--- config.mk ---
export PLATFORM = sky130hd
export DESIGN_NAME = fetch_stage
export DESIGN_NICKNAME = d
export VERILOG_FILES = /design/src/rtl/fetch_stage.sv
export SDC_FILE = /design/constraint.sdc
export NUM_CORES = 1
export LEC_CHECK = 0
export BUFFER_PORTS_ARGS = -buffer_cell sky130_fd_sc_hd__buf_2
export CORE_ASPECT_RATIO = 1.4
export CORE_MARGIN = 4
export CORE_UTILIZATION = 45
export CTS_BUF_LIST = sky130_fd_sc_hd__clkbuf_16
export DETAILED_ROUTE_END_ITERATION = 7
export GPL_TIMING_DRIVEN = 1
export PLACE_DENSITY = 0.69
export SLEW_MARGIN = 20
export SYNTH_ARGS = -nofsm -noshare
export SYNTH_HDL_FRONTEND = slang
export SYNTH_SLANG_ARGS = --single-unit
--- constraint.sdc ---
create_clock -name clk -period 6.6 [get_ports clk]
set_clock_uncertainty 0.1 [all_clocks]
set_input_delay 0.33 -clock clk [delete_from_list [all_inputs] [get_ports clk]]
set_output_delay 0.33 -clock clk [all_outputs]
set_load 0.02 [all_outputs]
--- src/rtl/fetch_stage.sv ---
// Instruction-fetch stage and IF/ID register: owns PCF, drives a single-outstanding
// variable-latency instruction-memory handshake and feeds decode, bubbling when memory is slow.
module fetch_stage #(
   parameter logic [31:0] RESET_PC  = 32'h0000_0000,
   parameter logic [31:0] NOP_INSTR = 32'h0000_0013
) (
   input  logic        clk,
   input  logic        reset,
   input  logic        stallF,
   input  logic        stallD,
   input  logic        FlushD,
   input  logic        PcSrcE,
   input  logic [31:0] PcTargetE,
   output logic        imem_req,
   output logic [31:0] imem_addr,
   input  logic        imem_rvalid,
   input  logic [31:0] imem_rdata,
   output logic [31:0] InstrD,
   output logic [31:0] PCD,
   output logic [31:0] PCPlus4D,
   output logic        ValidD,
   output logic        fetch_pending,
   output logic [1:0]  state_dbg
);

   // Handshake: imem_req/imem_addr form a request that, once raised, stays asserted with a
   // stable address until the cycle imem_rvalid = 1 (same cycle or later); imem_rvalid with
   // imem_req = 0 is ignored. At most one request is outstanding.

   typedef enum logic [1:0] {
      FETCH = 2'd0,
      HOLD  = 2'd1,
      DRAIN = 2'd2
   } state_t;

   state_t      state, state_n;
   logic        pending;
   logic [31:0] pcf, pcf_n;
   logic [31:0] req_addr;
   logic [31:0] buf_q;
   logic        resp;
   logic        available;
   logic        consume;
   logic [31:0] word;

   // State register
   always_ff @(posedge clk or posedge reset) begin
      if (reset) state <= FETCH;
      else       state <= state_n;
   end

   // Next-state logic; a redirect overrides everything else
   always_comb begin
      state_n = state;
      if (PcSrcE) begin
         state_n = (imem_req && !imem_rvalid) ? DRAIN : FETCH;
      end else begin
         case (state)
            FETCH:   if (resp && !consume) state_n = HOLD;
            HOLD:    if (consume)          state_n = FETCH;
            DRAIN:   if (resp)             state_n = FETCH;
            default: state_n = FETCH;
         endcase
      end
   end

   // Output / handshake logic
   always_comb begin
      imem_req      = !reset && (pending || (state == FETCH && !stallF));
      imem_addr     = pending ? req_addr : pcf;
      fetch_pending = imem_req;
      state_dbg     = state;
      resp          = imem_req && imem_rvalid;
      available     = (state == HOLD) || (state == FETCH && resp);
      word          = (state == HOLD) ? buf_q : imem_rdata;
      consume       = available && !stallD && !FlushD && !PcSrcE;
      pcf_n         = pcf;
      if (PcSrcE)       pcf_n = {PcTargetE[31:2], 2'b00};
      else if (consume) pcf_n = pcf + 32'd4;
   end

   // Request bookkeeping: the launch address is latched so a redirect cannot move it
   always_ff @(posedge clk or posedge reset) begin
      if (reset) begin
         pcf      <= RESET_PC;
         pending  <= 1'b0;
         req_addr <= RESET_PC;
         buf_q    <= NOP_INSTR;
      end else begin
         pcf     <= pcf_n;
         pending <= imem_req && !imem_rvalid;
         if (imem_req && !pending) req_addr <= pcf;
         if (state == FETCH && resp && !consume && !PcSrcE) buf_q <= imem_rdata;
      end
   end

   // IF/ID register: flush beats stall; bubbles keep PCD/PCPlus4D
   always_ff @(posedge clk or posedge reset) begin
      if (reset) begin
         InstrD   <= NOP_INSTR;
         PCD      <= 32'd0;
         PCPlus4D <= 32'd0;
         ValidD   <= 1'b0;
      end else if (FlushD) begin
         InstrD <= NOP_INSTR;
         ValidD <= 1'b0;
      end else if (consume) begin
         InstrD   <= word;
         PCD      <= pcf;
         PCPlus4D <= pcf + 32'd4;
         ValidD   <= 1'b1;
      end else if (!stallD) begin
         InstrD <= NOP_INSTR;
         ValidD <= 1'b0;
      end
   end

endmodule

* Yosys cells after proc, flatten, opt, wreduce, memory -nomap -nowiden *
Index checks and enable logic that the tools add are counted.

storage, ports and cells
  output and inout port bits = 133
  latch bits = 0
  logic and storage cells = 59
  memories kept = 0
  bits in read-only memories = 0
  memory bits (writable) = 0
  input bits = 71
  register bits after elaboration = 196

cells by class
  multiplexer cells = 16
  shift operators = 0
  reduce and logical (&&, ||, !) cells = 26
  $mul = 0
  bitwise gates (word level) = 1
  equality and inequality tests = 6
  divide/modulo/power cells = 0
  add/subtract/negate cells = 1
  $lt $le $gt $ge = 0

operators with widths
  kind                                                    count
  2-to-1 mux 32 bit                                       7
  adder 32 x 3 -> 32 bit (second input constant)          1
  logical AND 1 bit                                       12
  2-to-1 mux 2 bit                                        5
  inequality test 3 bit (second input constant)           3
  zero test 1 bit                                         8
  one-hot mux 2 bit (3 select lines)                      1
  2-to-1 mux 1 bit                                        3
  inequality test 3 x 1 -> 1 bit (second input constant)  1
  AND reduction 3 bit                                     1
  equality test 2 x 1 -> 1 bit (second input constant)    1
  equality test 2 bit (second input constant)             1
  zero test 2 bit                                         1
  logical OR 1 bit                                        2
  AND reduction 2 bit                                     1
  nonzero test 2 bit                                      1
  inverter 1 bit                                          1

* Logic depth before layout (Yosys ltp) *
Gate-level depths: netlist of run 1.

  word-level depth = 15
  gate-level depth with buffers = 9
  mapped depth without buffers = 6

* Worst setup path after synthesis of run 1 *
Ideal clock, no wire load.

  kind = input-to-reg
  start = in reset
  end = reg PCPlus4D[17]
  slack = 0.390 ns
  arrival time = 5.984 ns
  stages on the path = 6
  path buffers = 2
  cell sequence = inv_1 a31oi_1 or3_4 buf_6 buf_2 a221o_1

between the ends
  word-level cells in the longest chain between the ends = 9

ends and longest elaborated chain
  what                                  line  source
  from (decl)                           8     input logic reset,
  zero test 1 bit (no source line)      n/a
  logical AND 1 bit                     69    imem_req = !reset && (pending || (state == FETCH && !stallF));
  logical AND 1 bit                     73    resp = imem_req && imem_rvalid;
  logical AND 1 bit                     74    available = (state == HOLD) || (state == FETCH && resp);
  logical OR 1 bit                      74
  logical AND 1 bit (3 in a row)        76    consume = available && !stallD && !FlushD && !PcSrcE;
  AND reduction 2 bit (no source line)  n/a
  to (signal assigned)                  110   PCPlus4D <= pcf + 32'd4;
  to (decl)                             20    output logic [31:0] PCPlus4D,

Every way passes these cells.
A chain may end at the register's enable or synchronous reset.

* Worst setup path after layout of run 1 *
  start = reg pending
  end = reg PCPlus4D[17]

between the ends
  word-level cells in the longest chain between the ends = 9

ends and longest elaborated chain
  what                                  line  source
  from (decl)                           37    logic pending;
  from (signal assigned)                91    pending <= imem_req && !imem_rvalid;
  logical OR 1 bit                      69
  logical AND 1 bit                     69
  logical AND 1 bit                     73
  logical AND 1 bit                     74
  logical OR 1 bit                      74
  logical AND 1 bit (3 in a row)        76
  AND reduction 2 bit (no source line)  n/a

Every way passes these cells.

==> results of run 1 <==
cell usage after synthesis, drive strengths merged, types with 3 or more instances:
master,n
a21o,4
nand3,17
nor4b,3
nor3b,3
xnor2,32
o31ai,3
nand2,172
nand2b,3
inv,5
nor2,22
nor4,9
nor2b,3
dfrtp,182
a21oi,5
mux2,89
clkbuf,36
dfstp,6
or3,5
buf,43
and4,5
a31oi,9
and2,3
or4,4
mux2i,33
o21ai,85
xor2,12
nand4,10
nor3,18
and3,4
worst min-delay path by stage:
stage	startpoint	end	slack, ns	depth (start not counted)
3_5_place_dp	PCD[29]	PCD[29]	0.36	2
2_1_floorplan	imem_rvalid	pending	0.30	1
5_1_grt	reset	buf_q[13]	0.006	2
3_3_place_gp	PCD[10]	PCD[10]	0.36	2
4_1_cts	PcTargetE[8]	pcf[8]	0.001	3
6_report	reset	state_dbg[0]	-0.07	2
final cells by class:
class	instances	area, µm²	area share [%]
well taps	248	310	2.96
inverters	5	26.3	0.251
clock buffers	17	425	4.06
flip-flops and latches	188	4710	45.0
multi-input cells	570	3760	35.8
repair buffers	206	1070	10.2
clock inverters	15	181	1.73
metal layers:
| metal | vias up | share of wire [%] | track usage [%] |
|---|---|---|---|
| li1 | 3154 | - | - |
| met5 | - | 0 | 0 |
| met2 | 179 | 51 | 35.6 |
| met1 | 3256 | 41 | 25.2 |
| met4 | 0 | 1.3 | 5.01 |
| met3 | 17 | 6.3 | 5.55 |
state kept, by name, indices dropped and copies added, names as in the netlist:
register,count
InstrD,32
PCD,30
PCPlus4D,30
ValidD,1
buf_q,32
pcf,30
pending,1
req_addr,30
state_dbg,2
kinds of logic after synthesis:
logic type / share of synthesized area (%)
AND/OR/NAND/NOR: 15.1
flip-flops: 53.3
multiplexers: 15.1
AO/OA/AOI/OAI: 7.30
buffers and inverters: 4.75
XOR/XNOR: 4.36
adder cells (fa/ha/maj): 0.141
other: 0.0424
power by group:
group / total [mW] / switching, mW / leakage (nW) / internal [mW]
Sequential: 1.59 / 0.171 / 2.36 / 1.41
Clock: 1.07 / 0.491 / 0.295 / 0.574
Combinational: 0.758 / 0.436 / 2.18 / 0.322
Total: 3.41 / 1.10 / 4.83 / 2.31
through the flow:
step / utilization, % / hold WS, ns / setup slack (ns) / cell area [µm²]
final: 54.3 / -0.0740 / 3.22 / 10500
after global routing: 54.3 / 0.00586 / 2.97 / 10500
after CTS: 54.3 / 0.00149 / 3.20 / 10500
after detailed placement: 51.1 / 0.359 / 3.21 / 9850
after global placement: 51.1 / 0.356 / 3.22 / 9850
after floorplan: - / 0.301 / 0.390 / 8860
placed cells by master (no fill, tap or decap), types with 3 or more instances in the layout:
master / instances
a31oi_1: 8
buf_4: 8
clkbuf_16: 17
and2_1: 3
inv_1: 4
dfstp_2: 6
buf_2: 195
o21ai_1: 5
clkinv_4: 4
nand2b_1: 3
or4_1: 3
o21ai_0: 80
a21o_1: 4
nor3_1: 15
or3_1: 3
o31ai_1: 3
and4_4: 3
xor2_1: 12
xnor2_1: 32
inv_6: 4
nor2_1: 21
nand4_1: 9
nor3_2: 3
and3_1: 4
nor3b_1: 3
mux2i_1: 33
nand2_1: 171
nor4_1: 7
conb_1: 6
nor4b_1: 3
dfrtp_1: 181
a21oi_1: 5
nand3_1: 15
inv_8: 3
mux2_2: 89
worst max-delay path, stage by stage, from the launching register on:
cell      delay [ns]
dfrtp_2         0.73
nand2b_1        0.30
a31oi_2         0.17
buf_4           0.33
or3_4           0.49
buf_4           0.73
nor3_1          0.10
a221o_1         0.28
timing repair:
action                                  4_1_cts  5_1_grt
hold buffers                                  1        1
endpoints found under the setup margin        0        0
endpoints found under the hold margin         1        1
==> flow_summary.toml, run 1 <==
[sta]
rsz0062_at_grt = "no"
maxSlewViolCount = 0
whs_ns = -0.0740
finalSetupViolations = 0
period_needed_ns = 3.38
hold_violations = 30
maxSlewHeadroom_pct = 36.4
tns_ns = 0
finalCritPeriodShare_pct = 51.2
max_freq_ghz = 0.296
worstMarginPinSlew_ns = 0.948

[logic_synthesis]
synth_area_leader_cell = "dfrtp_1"
postSynthCellCount = 837
synth_area_per_cell_um2 = 10.6
yosysUniqueCellTypes = 52
synth_area_mm2 = 0.00884
synth_area_leaders = "dfrtp_1 (51%), mux2_2 (11%), nand2_1 (7.3%)"
yosys_warnings = 0
synth_top_area_share_pct = 51.5
synth-edff-count = 0
ys.flop_type = "dfrtp_1"
yosysSeqAreaShare_pct = 53.3
async_flop_share_pct = 100
ys_seq_elements = 188

[setup_path]
crit_type = "reg -> reg"
required_ns = 6.81
rrSetupSlack_ns = 3.22
rr_endpoint = "PCPlus4D[17]"
rr_startpoint = "pending"
cp_data_arrival_time_ns = 3.59
crit_end = "PCPlus4D[17]"
critical_path_peak_fanout = 82
start_kind = "flop"
end_kind = "flop"
reg2reg_depth = 7
startpoint = "pending"

[clock_tree]
cts.sinks = 188
cts_max_path_buffers = 2
clock_latency_ns = 0.43
cts_tree = "yes"
cts_setup_buffers = 0
clk_pin_slew_ns = 0.07
cts_max_level = 4
cts_buffers = 17
cts_root_buf = "clkbuf_16"
cts_resized = 0

[global_routing]
grt_pass1_wl_um = 36100
grt_pass1_vias = 6770
grt.total_usage_pct = 20.5
grt_max_degree = 112
grt_antenna_before_repair = 0
grt-ovfl-total = 0

[floorplanning]
row_count = 60
initial_core_util_pct = 45.8
coreArea_mm2 = 0.0193
die-area_mm2 = 0.0220
ios = 204
die_w_um = 126
chipHeight_um = 174

[run_status]
outcome = "finished, violations left"
violations = "negative hold slack"

[power_and_ir_drop]
powerDensity_mw_per_mm2 = 325
peakVddDrop_mv = 0.162
p_leak_nw = 4.83
finalPower_mw = 3.41

[min_path]
min_path_type = "in -> async"

[placed_design]
port_buffers = 195
dpl.hpwl_um = 14700
place_inst = 1215
gp_congestion = 0.793

[routing]
ant_nets = 0
wl_per_cell_um = 17.7
via_per_inst = 5.29
drtPass1Iterations = 6
drt-total-wl_um = 22000
drc = 0
vias = 6606
dr.first_iter.drc_count = 364

[finish]
areaGrowthSynthToFinish_pct = 18.5
stdcell_count = 1249
final_nets = 1060
drive_above_1_share_pct = 35.4
diodes = 0
fillCellCount = 1754

[run]
drv_cap = 0
(Power assumes the default switching activity.)
==> run 2: changes to the inputs <==
PLACE_DENSITY = 0.71   (was 0.69)
clock period = 2.8 ns   (was 6.6 ns; I/O delays follow)
==> run 2 against run 1 <==
  * The run now ends clean
  * Worst hold slack gained 0.10 ns
  * Largest cell class unchanged
  * Die area did not move
  * Largest power group unchanged
  * Setup slack got worse by 2.8 ns
  * Final cell count is 5.8% higher
  * Routed wire length rose by 4.6%
  * Global-route usage increased by 0.88 points
  * Critical endpoint is now buf_q[18]
  * Via count is 4.6% higher
  * Clock-buffer cell count unchanged
==> flow_summary.toml, run 2 (synthesis gave the netlist of run 1 again) <==
[setup_path]
end_kind = "flop"
slowest_delay_ns = 0.43
startpoint = "pending"
crit_type = "reg -> reg"
rr_startpoint = "pending"
critical_path_peak_fanout = 35
cpMostUsedCell = "nor2_1"
reg2reg_depth = 6
required_ns = 3.01
crit_end = "buf_q[18]"
rrSetupSlack_ns = 0.39
cp_data_arrival_time_ns = 2.62
start_kind = "flop"
cp_slowest_cell = "buf_4"
rr_endpoint = "buf_q[18]"
crit_chain = "buf_4, nor2_1, nor2_1, o2111a_1, buf_12, mux2_2"

[finish]
fin_area_mm2 = 0.0112
multi_input_area_mm2 = 0.00381
stdcell_count = 1322
regArea_mm2 = 0.00471
areaGrowthSynthToFinish_pct = 27.0
final_common_cell = "buf_2"
top_regs = "InstrD (32), buf_q (32)"
final_cell_mix = "buf_2 (195), dfrtp_1 (181), nand2_1 (171)"
drive_above_1_share_pct = 33.9
fillCellCount = 1632
final_nets = 1132

[floorplanning]
die_w_um = 126
chipHeight_um = 174
coreArea_mm2 = 0.0193
ios = 204
row_count = 60
die-area_mm2 = 0.0220
initial_core_util_pct = 45.8

[routing]
drc = 0
via_per_inst = 5.23
drtPass1Iterations = 5
drt-total-wl_um = 23100
ant_nets = 0
wl_per_cell_um = 17.4
dr.first_iter.drc_count = 334
vias = 6911

[sta]
max_freq_ghz = 0.415
whs_ns = 0.0309
period_needed_ns = 2.41
hold_violations = 0
maxSlewViolCount = 0
rsz0062_at_grt = "no"
worstMarginPinSlew_ns = 0.987
finalSetupViolations = 0
tns_ns = 0
finalCritPeriodShare_pct = 86.1
maxSlewHeadroom_pct = 34.2

[clock_tree]
cts_tree = "yes"
cts_buffers = 17
cts.sinks = 188
cts_root_buf = "clkbuf_16"
clk_pin_slew_ns = 0.07
cts_resized = 0
cts_max_level = 4
cts_max_path_buffers = 2
clock_latency_ns = 0.42

[run_status]
outcome = "finished clean"

[global_routing]
grt_max_degree = 189
grt_pass1_wl_um = 37900
grt-ovfl-total = 0
grt_antenna_before_repair = 1
grt_pass1_vias = 7209
grt.total_usage_pct = 21.3

[power_and_ir_drop]
p_leak_nw = 5.16
powerDensity_mw_per_mm2 = 716
peakVddDrop_mv = 0.392
finalPower_mw = 8.04

[placed_design]
dpl.hpwl_um = 15400
place_area_mm2 = 0.0100
place_inst = 1224
port_buffers = 195
gp_congestion = 0.807

[min_path]
min_path_type = "in -> reg"

[run]
drv_cap = 0
==> run 2: cell types whose count changed in the layout (fill, tap and decap cells not counted), sizes merged <==
cell | previous run | this run
dlygate4sd3 | 2 | 65
buf | 204 | 213
clkinv | 6 | 4
clkinvlp | 1 | 3
diode | 0 | 1
==> run 2: layout make-up <==
class / instances / area share, %
Tap cell: 248 / 2.76
Timing Repair Buffer: 278 / 16.0
Sequential cell: 188 / 42.0
Multi-Input combinational cell: 570 / 33.9
Clock inverter: 15 / 1.31
Antenna cell: 1 / 0.0223
Clock buffer: 17 / 3.79
Inverter: 5 / 0.201
==> run 2: critical path: cells and delay by family, from the launching register on <==
family | cells | cell delay (ns)
buf+inv | 2 | 0.66
mux | 1 | 0.37
flops | 1 | 0.35
simple gates | 2 | 0.47
compound gates | 1 | 0.32
==> run 2: worst min path at each step <==
stage | endpoint | startpoint | slack [ns] | depth (start not counted)
after floorplan | pending | imem_rvalid | 0.11 | 1
after global placement | pcf[13] | PcTargetE[13] | 0.25 | 3
after detailed placement | pcf[13] | PcTargetE[13] | 0.26 | 3
after CTS | pcf[20] | PcSrcE | 0.01 | 3
after global routing | InstrD[4] | stallD | 0.03 | 4
final | InstrD[1] | stallD | 0.03 | 4
==> run 2: where the power goes <==
part	switching (mW)	internal [mW]
sequential	0.394	3.34
clock	1.08	1.32
combinational	1.08	0.835
==> run 2: metrics by stage <==
step           utilization [%]  setup slack, ns
2_1_floorplan                -            -1.69
3_3_place_gp              51.9            0.414
3_5_place_dp              51.9            0.383
4_1_cts                   58.2            0.366
5_1_grt                   58.2            0.218
6_report                  58.2            0.389
==> run 2: routing by layer <==
layer,routed length (µm),up-vias,track usage [%]
met1,9430,3389,26.4
met5,0,-,0
li1,-,3286,-
met2,11500,201,36.2
met4,508,0,6.62
met3,1570,35,5.80
==> run 2: what timing repair did <==
action,CTS,global route
hold buffers,65,0
setup buffers,0,0
hold endpoints to repair,96,0
